## src/rtl/shiftreg_delay_calibrator.sv

```systemverilog
// Measures the round-trip latency of an external delay path by sending a marker word and counting cycles until it returns.
// Latency per pass: (MAX_DELAY_LENGTH+1) + 1 + (d+1) + 1 cycles; no backpressure, and START is only honoured while idle.
module shiftreg_delay_calibrator #(
  parameter int                    DATA_WIDTH       = 16,
  parameter int                    MAX_DELAY_LENGTH = 16,
  parameter int                    REPEAT           = 4,
  parameter logic [DATA_WIDTH-1:0] MARKER           = 16'hA5C3,
  parameter logic [DATA_WIDTH-1:0] IDLE_WORD        = 16'h0000,
  localparam int                   CW               = $clog2(MAX_DELAY_LENGTH) + 1
) (
  input  logic                  i_clk,
  input  logic                  i_reset_n,
  input  logic                  i_start,
  input  logic [DATA_WIDTH-1:0] i_sample_in,
  output logic [DATA_WIDTH-1:0] o_pattern_out,
  output logic                  o_busy,
  output logic                  o_done,
  output logic                  o_timeout,
  output logic                  o_error,
  output logic [CW-1:0]         o_measured_delay,
  output logic                  o_valid
);

  localparam int            RW       = $clog2(REPEAT + 1);
  localparam logic [CW-1:0] CNT_MAX  = CW'(MAX_DELAY_LENGTH);
  localparam logic [RW-1:0] LAST_REP = RW'(REPEAT - 1);

  typedef enum logic [2:0] {
    S_IDLE,
    S_FLUSH,
    S_SEND,
    S_WAIT,
    S_CHECK
  } state_t;

  state_t                r_state;
  state_t                w_next;
  logic [CW-1:0]         r_cnt;
  logic [RW-1:0]         r_rep;
  logic [DATA_WIDTH-1:0] r_sample;
  logic [CW-1:0]         r_result;
  logic [CW-1:0]         r_ref;
  logic                  r_mismatch;
  logic [DATA_WIDTH-1:0] r_pattern;
  logic                  r_done;
  logic                  r_timeout;
  logic                  r_error;
  logic [CW-1:0]         r_meas;
  logic                  r_valid;

  logic                  w_hit;
  logic                  w_cnt_max;
  logic                  w_last;
  logic                  w_pass_diff;
  logic [CW-1:0]         w_ref;

  // SAMPLE_IN is registered, so a marker captured at edge En is judged in WAIT cycle n.
  assign w_hit       = (r_sample == MARKER);
  assign w_cnt_max   = (r_cnt == CNT_MAX);
  assign w_last      = (r_rep == LAST_REP);
  assign w_pass_diff = (r_rep != '0) && (r_result != r_ref);
  assign w_ref       = (r_rep == '0) ? r_result : r_ref;

  always_ff @(posedge i_clk or negedge i_reset_n) begin
    if (!i_reset_n) begin
      r_state <= S_IDLE;
    end else begin
      r_state <= w_next;
    end
  end

  always_comb begin
    w_next = r_state;
    case (r_state)
      S_IDLE: begin
        if (i_start) w_next = S_FLUSH;
      end
      S_FLUSH: begin
        if (w_cnt_max) w_next = S_SEND;
      end
      S_SEND: begin
        w_next = S_WAIT;
      end
      S_WAIT: begin
        if (w_hit) begin
          w_next = S_CHECK;
        end else if (w_cnt_max) begin
          w_next = S_IDLE;
        end
      end
      S_CHECK: begin
        w_next = w_last ? S_IDLE : S_FLUSH;
      end
      default: begin
        w_next = S_IDLE;
      end
    endcase
  end

  always_ff @(posedge i_clk or negedge i_reset_n) begin
    if (!i_reset_n) begin
      r_cnt      <= '0;
      r_rep      <= '0;
      r_sample   <= IDLE_WORD;
      r_result   <= '0;
      r_ref      <= '0;
      r_mismatch <= 1'b0;
      r_pattern  <= IDLE_WORD;
      r_done     <= 1'b0;
      r_timeout  <= 1'b0;
      r_error    <= 1'b0;
      r_meas     <= '0;
      r_valid    <= 1'b0;
    end else begin
      r_sample  <= i_sample_in;
      r_done    <= 1'b0;
      r_timeout <= 1'b0;
      r_error   <= 1'b0;
      r_pattern <= (w_next == S_SEND) ? MARKER : IDLE_WORD;

      // One counter serves FLUSH length and WAIT delay; it restarts on every state change.
      if (r_state != w_next) begin
        r_cnt <= '0;
      end else if (!w_cnt_max) begin
        r_cnt <= r_cnt + CW'(1);
      end

      case (r_state)
        S_IDLE: begin
          if (i_start) begin
            r_rep      <= '0;
            r_mismatch <= 1'b0;
          end
        end
        S_WAIT: begin
          if (w_hit) begin
            r_result <= r_cnt;
          end else if (w_cnt_max) begin
            r_timeout <= 1'b1;
            r_valid   <= 1'b0;
          end
        end
        S_CHECK: begin
          if (r_rep == '0) r_ref <= r_result;
          if (w_pass_diff) r_mismatch <= 1'b1;
          r_rep <= w_last ? '0 : r_rep + RW'(1);
          if (w_last) begin
            r_done <= 1'b1;
            if (r_mismatch || w_pass_diff) begin
              r_error <= 1'b1;
              r_valid <= 1'b0;
            end else begin
              r_meas  <= w_ref;
              r_valid <= 1'b1;
            end
          end
        end
        default: begin
        end
      endcase
    end
  end

  assign o_pattern_out    = r_pattern;
  assign o_busy           = (r_state != S_IDLE);
  assign o_done           = r_done;
  assign o_timeout        = r_timeout;
  assign o_error          = r_error;
  assign o_measured_delay = r_meas;
  assign o_valid          = r_valid;

endmodule

```

## config.mk

```make
export PLATFORM = sky130hd
export DESIGN_NAME = shiftreg_delay_calibrator
export DESIGN_NICKNAME = d
export VERILOG_FILES = /design/src/rtl/shiftreg_delay_calibrator.sv
export SDC_FILE = /design/constraint.sdc
export NUM_CORES = 1
export LEC_CHECK = 0
export BUFFER_PORTS_ARGS = -buffer_cell sky130_fd_sc_hd__buf_4
export CORE_ASPECT_RATIO = 0.7
export CORE_MARGIN = 1
export CORE_UTILIZATION = 45
export CTS_CLUSTER_DIAMETER = 200
export DETAILED_ROUTE_END_ITERATION = 12
export PLACE_DENSITY = 0.68
export SLEW_MARGIN = 20
export SYNTH_ARGS = -nofsm -noshare
export SYNTH_HDL_FRONTEND = slang
export SYNTH_SLANG_ARGS = --single-unit
```

## constraint.sdc

```tcl
create_clock -name i_clk -period 2.7 [get_ports i_clk]
set_clock_uncertainty 0.15 [all_clocks]
set_input_delay 0.675 -clock i_clk [delete_from_list [all_inputs] [get_ports i_clk]]
set_output_delay 0.675 -clock i_clk [all_outputs]
set_load 0.02 [all_outputs]
```

-- After elaboration in Yosys (flattened, before gate mapping)
Index checks and enable logic that the tools add are counted.
W data, S select, Z words.
- register bits after elaboration: 63
- input bits: 19
- output and inout bits: 26
- word-level logic and storage cells: 74
- add/subtract/negate cells: 2
- eq/ne operators: 16
- mux-type cells: 29
- bitwise gates (word level): 1
- reductions and logical operators: 13
- operators with widths (kind ; count):
    $mux W3 ; 6
    $eq A16 B16 Y1 const B ; 1
    $mux W16 ; 1
    $mux W1 ; 15
    $mux W5 ; 3
    $pmux W3 S5 ; 1
    $eq A3 B2 Y1 const B ; 4
    $ne A2 B2 Y1 const B ; 5
    $logic_not A3 Y1 ; 2
    $pmux W3 S2 ; 1
    $reduce_and A3 Y1 ; 2
    $reduce_bool A3 Y1 ; 2
    $add A5 B1 Y5 const B ; 1
    $eq A5 B5 Y1 const B ; 1
    $ne A5 B5 Y1 ; 1
    $pmux W1 S2 ; 2
    $reduce_and A2 Y1 ; 2
    $reduce_and A4 Y1 ; 1
    $reduce_bool A2 Y1 ; 2
    $add A3 B1 Y3 const B ; 1
    $eq A3 B1 Y1 const B ; 1
    $eq A3 B3 Y1 const B ; 1
    $ne A3 B3 Y1 ; 1
    $ne A2 B1 Y1 const B ; 1
    3 further kinds ; 3

-- Longest topological paths before layout
- word-level depth: 6
- mapped depth: 7
- mapped depth without buffers: 6

-- Worst setup path before layout
OpenSTA, ideal clock, no wires.
- path type: flip-flop to flip-flop
- start point: register r_rep[0]
- end point: register r_meas[0] (netlist: o_measured_delay[0])
- library setup time: 0.126 ns
- arrival time: 1.736 ns
- data required time: 2.424 ns
- slack: 0.688 ns
- cell stages (with the launch flop): 6
- buffers on the path: 0
- period minus slack after synthesis: 2.012 ns
- cell sequence: dfrtp_1 -> ha_1 -> or3b_2 -> or3_1 -> o31a_2 -> a221o_1
- cells in the longest elaborated chain, start to end: 5
- elaborated cells on any way between the ends: 8
- those cells by class: eq/ne (1); mux (1); bitwise (1); reduce/logical (5)
- ends and longest elaborated chain (what ; line ; RTL):
    start: declaration ; 39 ; logic [RW-1:0] r_rep;
    start signal: assignment ; 146 ; r_rep <= w_last ? '0 : r_rep + RW'(1);
    $reduce_bool A3 Y1 ; 61 ; assign w_pass_diff = (r_rep != '0) && (r_result != r_ref);
    $logic_and A1 B1 Y1 ; 61 ;
    $logic_or A1 B1 Y1 ; 149 ; if (r_mismatch || w_pass_diff) begin
    $not A1 Y1 (no line) ; -- ;
    $reduce_and A3 Y1 (no line) ; -- ;
    end signal: assignment ; 153 ; r_meas <= w_ref;
    end: declaration ; 48 ; logic [CW-1:0] r_meas;
Several ways; a longest one is shown, not always the timed one.
A chain may end at the register's enable or synchronous reset.

-- Worst setup path in the final report
- start point: register r_state[2]
- end point: output port o_busy
- cells in the longest elaborated chain, start to end: 1
- ends and longest elaborated chain (what ; line ; RTL):
    start: declaration ; 36 ; state_t r_state;
    start signal: assignment ; 68 ; r_state <= w_next;
    $reduce_bool A3 Y1 ; 165 ; assign o_busy = (r_state != S_IDLE);
    end: declaration ; 16 ; output logic o_busy,
No other way between the ends.

==> impl_metrics.csv <==
group,metric,value,unit
sta,fin_tns_setup,0,ns
logic_synthesis,syn-cell-area,0.00211,mm²
logic_synthesis,ys_seq_area_frac,0.570,
final_layout,final_nets,230,
clock_tree,htreeDepth,2,
logic_synthesis,netlist_instances,175,
logic_synthesis,synth_top_area_frac,0.570,
worst_setup_path,worstPathCellList,"or3_2, buf_4",
logic_synthesis,async_reset_ff_frac,1.00,
die,coreArea,0.00440,mm²
worst_setup_path,criticalPathCategory,"reg -> out",
sta,finalCriticalPeriod,2.34,ns
worst_setup_path,endpoint_kind,"output pin",
grt,grt_use_total,0.180,
worst_setup_path,crit_slowest_cell,"or3_2",
clock_tree,clk_pin_slew,0.08,ns
worst_hold_path,hp-class,"in -> async",
die,dieHeight,59.3,µm
final_layout,regArea,0.00120,mm²
sta,slew_viol_final,0,
sta,hold_viol_final,0,
logic_synthesis,synthTopCellsByArea,"dfrtp_1 57%, mux2_2 5.9%, buf_4 5.3%",
logic_synthesis,synth_most_common_cell,"dfrtp_1",
clock_tree,cts_sinks,48,
clock_tree,cts_setup_buffers,0,
die,design.die.area,0.00496,mm²
route,totalWireLength,3840,µm
placed_design,dp_hpwl,2860,µm
sta,relSlewSlack,0.612,
die,start_util,0.478,
placed_design,io_buffers,36,
route,drc_errors,0,
final_layout,n_antenna_cell,0,
grt,grt_pass1_vias,1419,
outcome,outcome,"finished, final reports clean",
sta,worst_slack,0.364,ns
sta,period_share,0.865,
sta,max_freq,0.428,GHz
logic_synthesis,synth_cell_types,39,
die,pin_count,45,
route,vias,1332,
pwr,power_density,715,mW/mm²
logic_synthesis,avgSynthCellArea,12.0,µm²
worst_setup_path,start_kind,"flip-flop",
clock_tree,cts_root_buf,"clkbuf_8",
sta,rsz0062_at_grt,"false",
worst_setup_path,crit_arrival,1.51,ns
worst_setup_path,cp_max_fo,14,
pwr,cellLeakagePower,1.18,nW
logic_synthesis,synth_edf_count,0,
clock_tree,ctsHoldBuffers,0,
clock_tree,cts_buffer_depth,2,
sta,finalSetupViolations,0,
grt,grt_pass1_wl,6710,µm
route,first_pass_iters,4,
logic_synthesis,yosysTopAreaCell,"dfrtp_1",
final_layout,drive_gt1_frac,0.293,
clock_tree,cts_resized,0,
logic_synthesis,synth_common_cells,"48 x dfrtp_1, 15 x buf_4, 11 x mux2_2, 9 x nor2_1",
worst_setup_path,max_stage_delay,0.53,ns
route,ant_nets,0,
worst_setup_path,r2r_slack,0.52,ns
placed_design,place_congestion,0.804,
route,avgRoutedWirePerCell,14.6,µm
logic_synthesis,synth-seq-cells,48,
pwr,worst_ir_drop_vdd,0.000399,V
clock_tree,cts_tree,"yes",
sta,worst_slew_pin_slew,0.582,ns
final_layout,multi_input_area,766,µm²
grt,overflow,0,
route,viasPerCell,5.06,
logic_synthesis,synth_ff_type,"dfrtp_1",
final_layout,area.growth.synth_to_final,17.2,%
clock_tree,clk_latency,0.30,ns
grt,grt_max_degree,49,
worst_setup_path,cp.required,1.88,ns
grt,antenna_found_initial,0,
logic_synthesis,synth-warning-count,0,
clock_tree,cts_buffers,5,
run,drv_cap,0,
die,fp-row-count,20,
die,die_w,83.8,µm
route,drtIter0Drc,56,
final_layout,nFillCells,371,
placed_design,place_ws,0.566,ns
cell type report:
| type | count | area share |
|---|---|---|
| Clock buffer | 7 | 0.0390 |
| Clock inverter | 1 | 0.0122 |
| Inverter | 8 | 0.0122 |
| Multi-Input combinational cell | 107 | 0.310 |
| Sequential cell | 48 | 0.486 |
| Tap cell | 55 | 0.0279 |
| Timing Repair Buffer | 37 | 0.112 |
cells in the final DEF (no fill, tap or decap), types with 3 or more instances in the layout:
| master | synthesis | final |
|---|---|---|
| a221o_1 | 5 | 5 |
| and2_1 | 5 | 5 |
| buf_4 | 15 | 37 |
| clkbuf_8 | 0 | 7 |
| conb_1 | 1 | 8 |
| dfrtp_1 | 48 | 48 |
| ha_1 | 4 | 4 |
| inv_1 | 8 | 8 |
| mux2_2 | 11 | 11 |
| nand2_1 | 8 | 8 |
| nand3_1 | 4 | 4 |
| nand4_1 | 3 | 3 |
| nor2_1 | 9 | 9 |
| nor2b_1 | 3 | 3 |
| nor3_1 | 5 | 5 |
| nor3b_1 | 3 | 3 |
| nor4bb_1 | 3 | 3 |
| o21ai_0 | 6 | 6 |
| xnor2_1 | 7 | 7 |
cells by family (layout without fill, tap and decap cells):
kind of cell | count (synthesis) | count (layout) | share of synthesized area
other cells | 1 | 8 | 0.00178
xor+xnor | 9 | 9 | 0.0374
fa+ha+maj | 4 | 4 | 0.0238
simple gates | 53 | 53 | 0.151
mux | 12 | 12 | 0.0635
flops | 48 | 48 | 0.570
buf+inv | 27 | 53 | 0.0790
compound gates | 21 | 21 | 0.0736
metal layers:
layer	track usage	part of all wire
met5	0	0
met4	0.0630	0.014
met3	0.0501	0.042
met1	0.230	0.46
met2	0.302	0.49
worst max-delay path: cells and delay by family, from the launching register on:
family / cells / cell delay [ns]
buffers and inverters: 1 / 0.17
and+or+nand+nor: 1 / 0.53
DFF: 1 / 0.52
registers in the layout, indices dropped and copies added, names as in the netlist, 3 cells and up:
signal / count
r_rep: 3
r_ref: 5
r_sample: 16
r_cnt: 5
o_measured_delay: 5
r_result: 5
r_state: 3
through the flow:
step,utilization,cell area (µm²),hold WS (ns),power [W],instances
2_1_floorplan,-,2130,0.229,0.00113,182
3_3_place_gp,0.532,2340,0.349,0.00119,255
3_5_place_dp,0.532,2340,0.359,0.00123,255
4_1_cts,0.561,2470,0.245,0.00178,263
5_1_grt,0.561,2470,0.270,0.00188,263
6_report,0.561,2470,0.224,0.00177,263
final timing paths:
path	start	endpoint	cells after the start
setup / recovery	r_state[2]$_DFF_PN0_	o_busy	2
setup reg to reg	r_state[2]$_DFF_PN0_	o_measured_delay[3]$_DFFE_PN0P_	4
hold reg to reg	o_measured_delay[1]$_DFFE_PN0P_	o_measured_delay[1]$_DFFE_PN0P_	1
min in group i_clk	i_sample_in[9]	r_sample[9]$_DFF_PN0_	1
hold / removal	i_reset_n	r_rep[2]$_DFFE_PN0P_	1
max in group asynchronous	i_reset_n	r_sample[15]$_DFF_PN0_	1
report_power, final:
part	total, W	leakage (nW)	internal (W)	switching, W
sequential	0.000888	0.618	0.000795	0.0000928
clock	0.000556	0.0645	0.000327	0.000229
combinational	0.000323	0.498	0.000139	0.000184
total	0.00177	1.18	0.00126	0.000506
(Power assumes the default switching activity.)
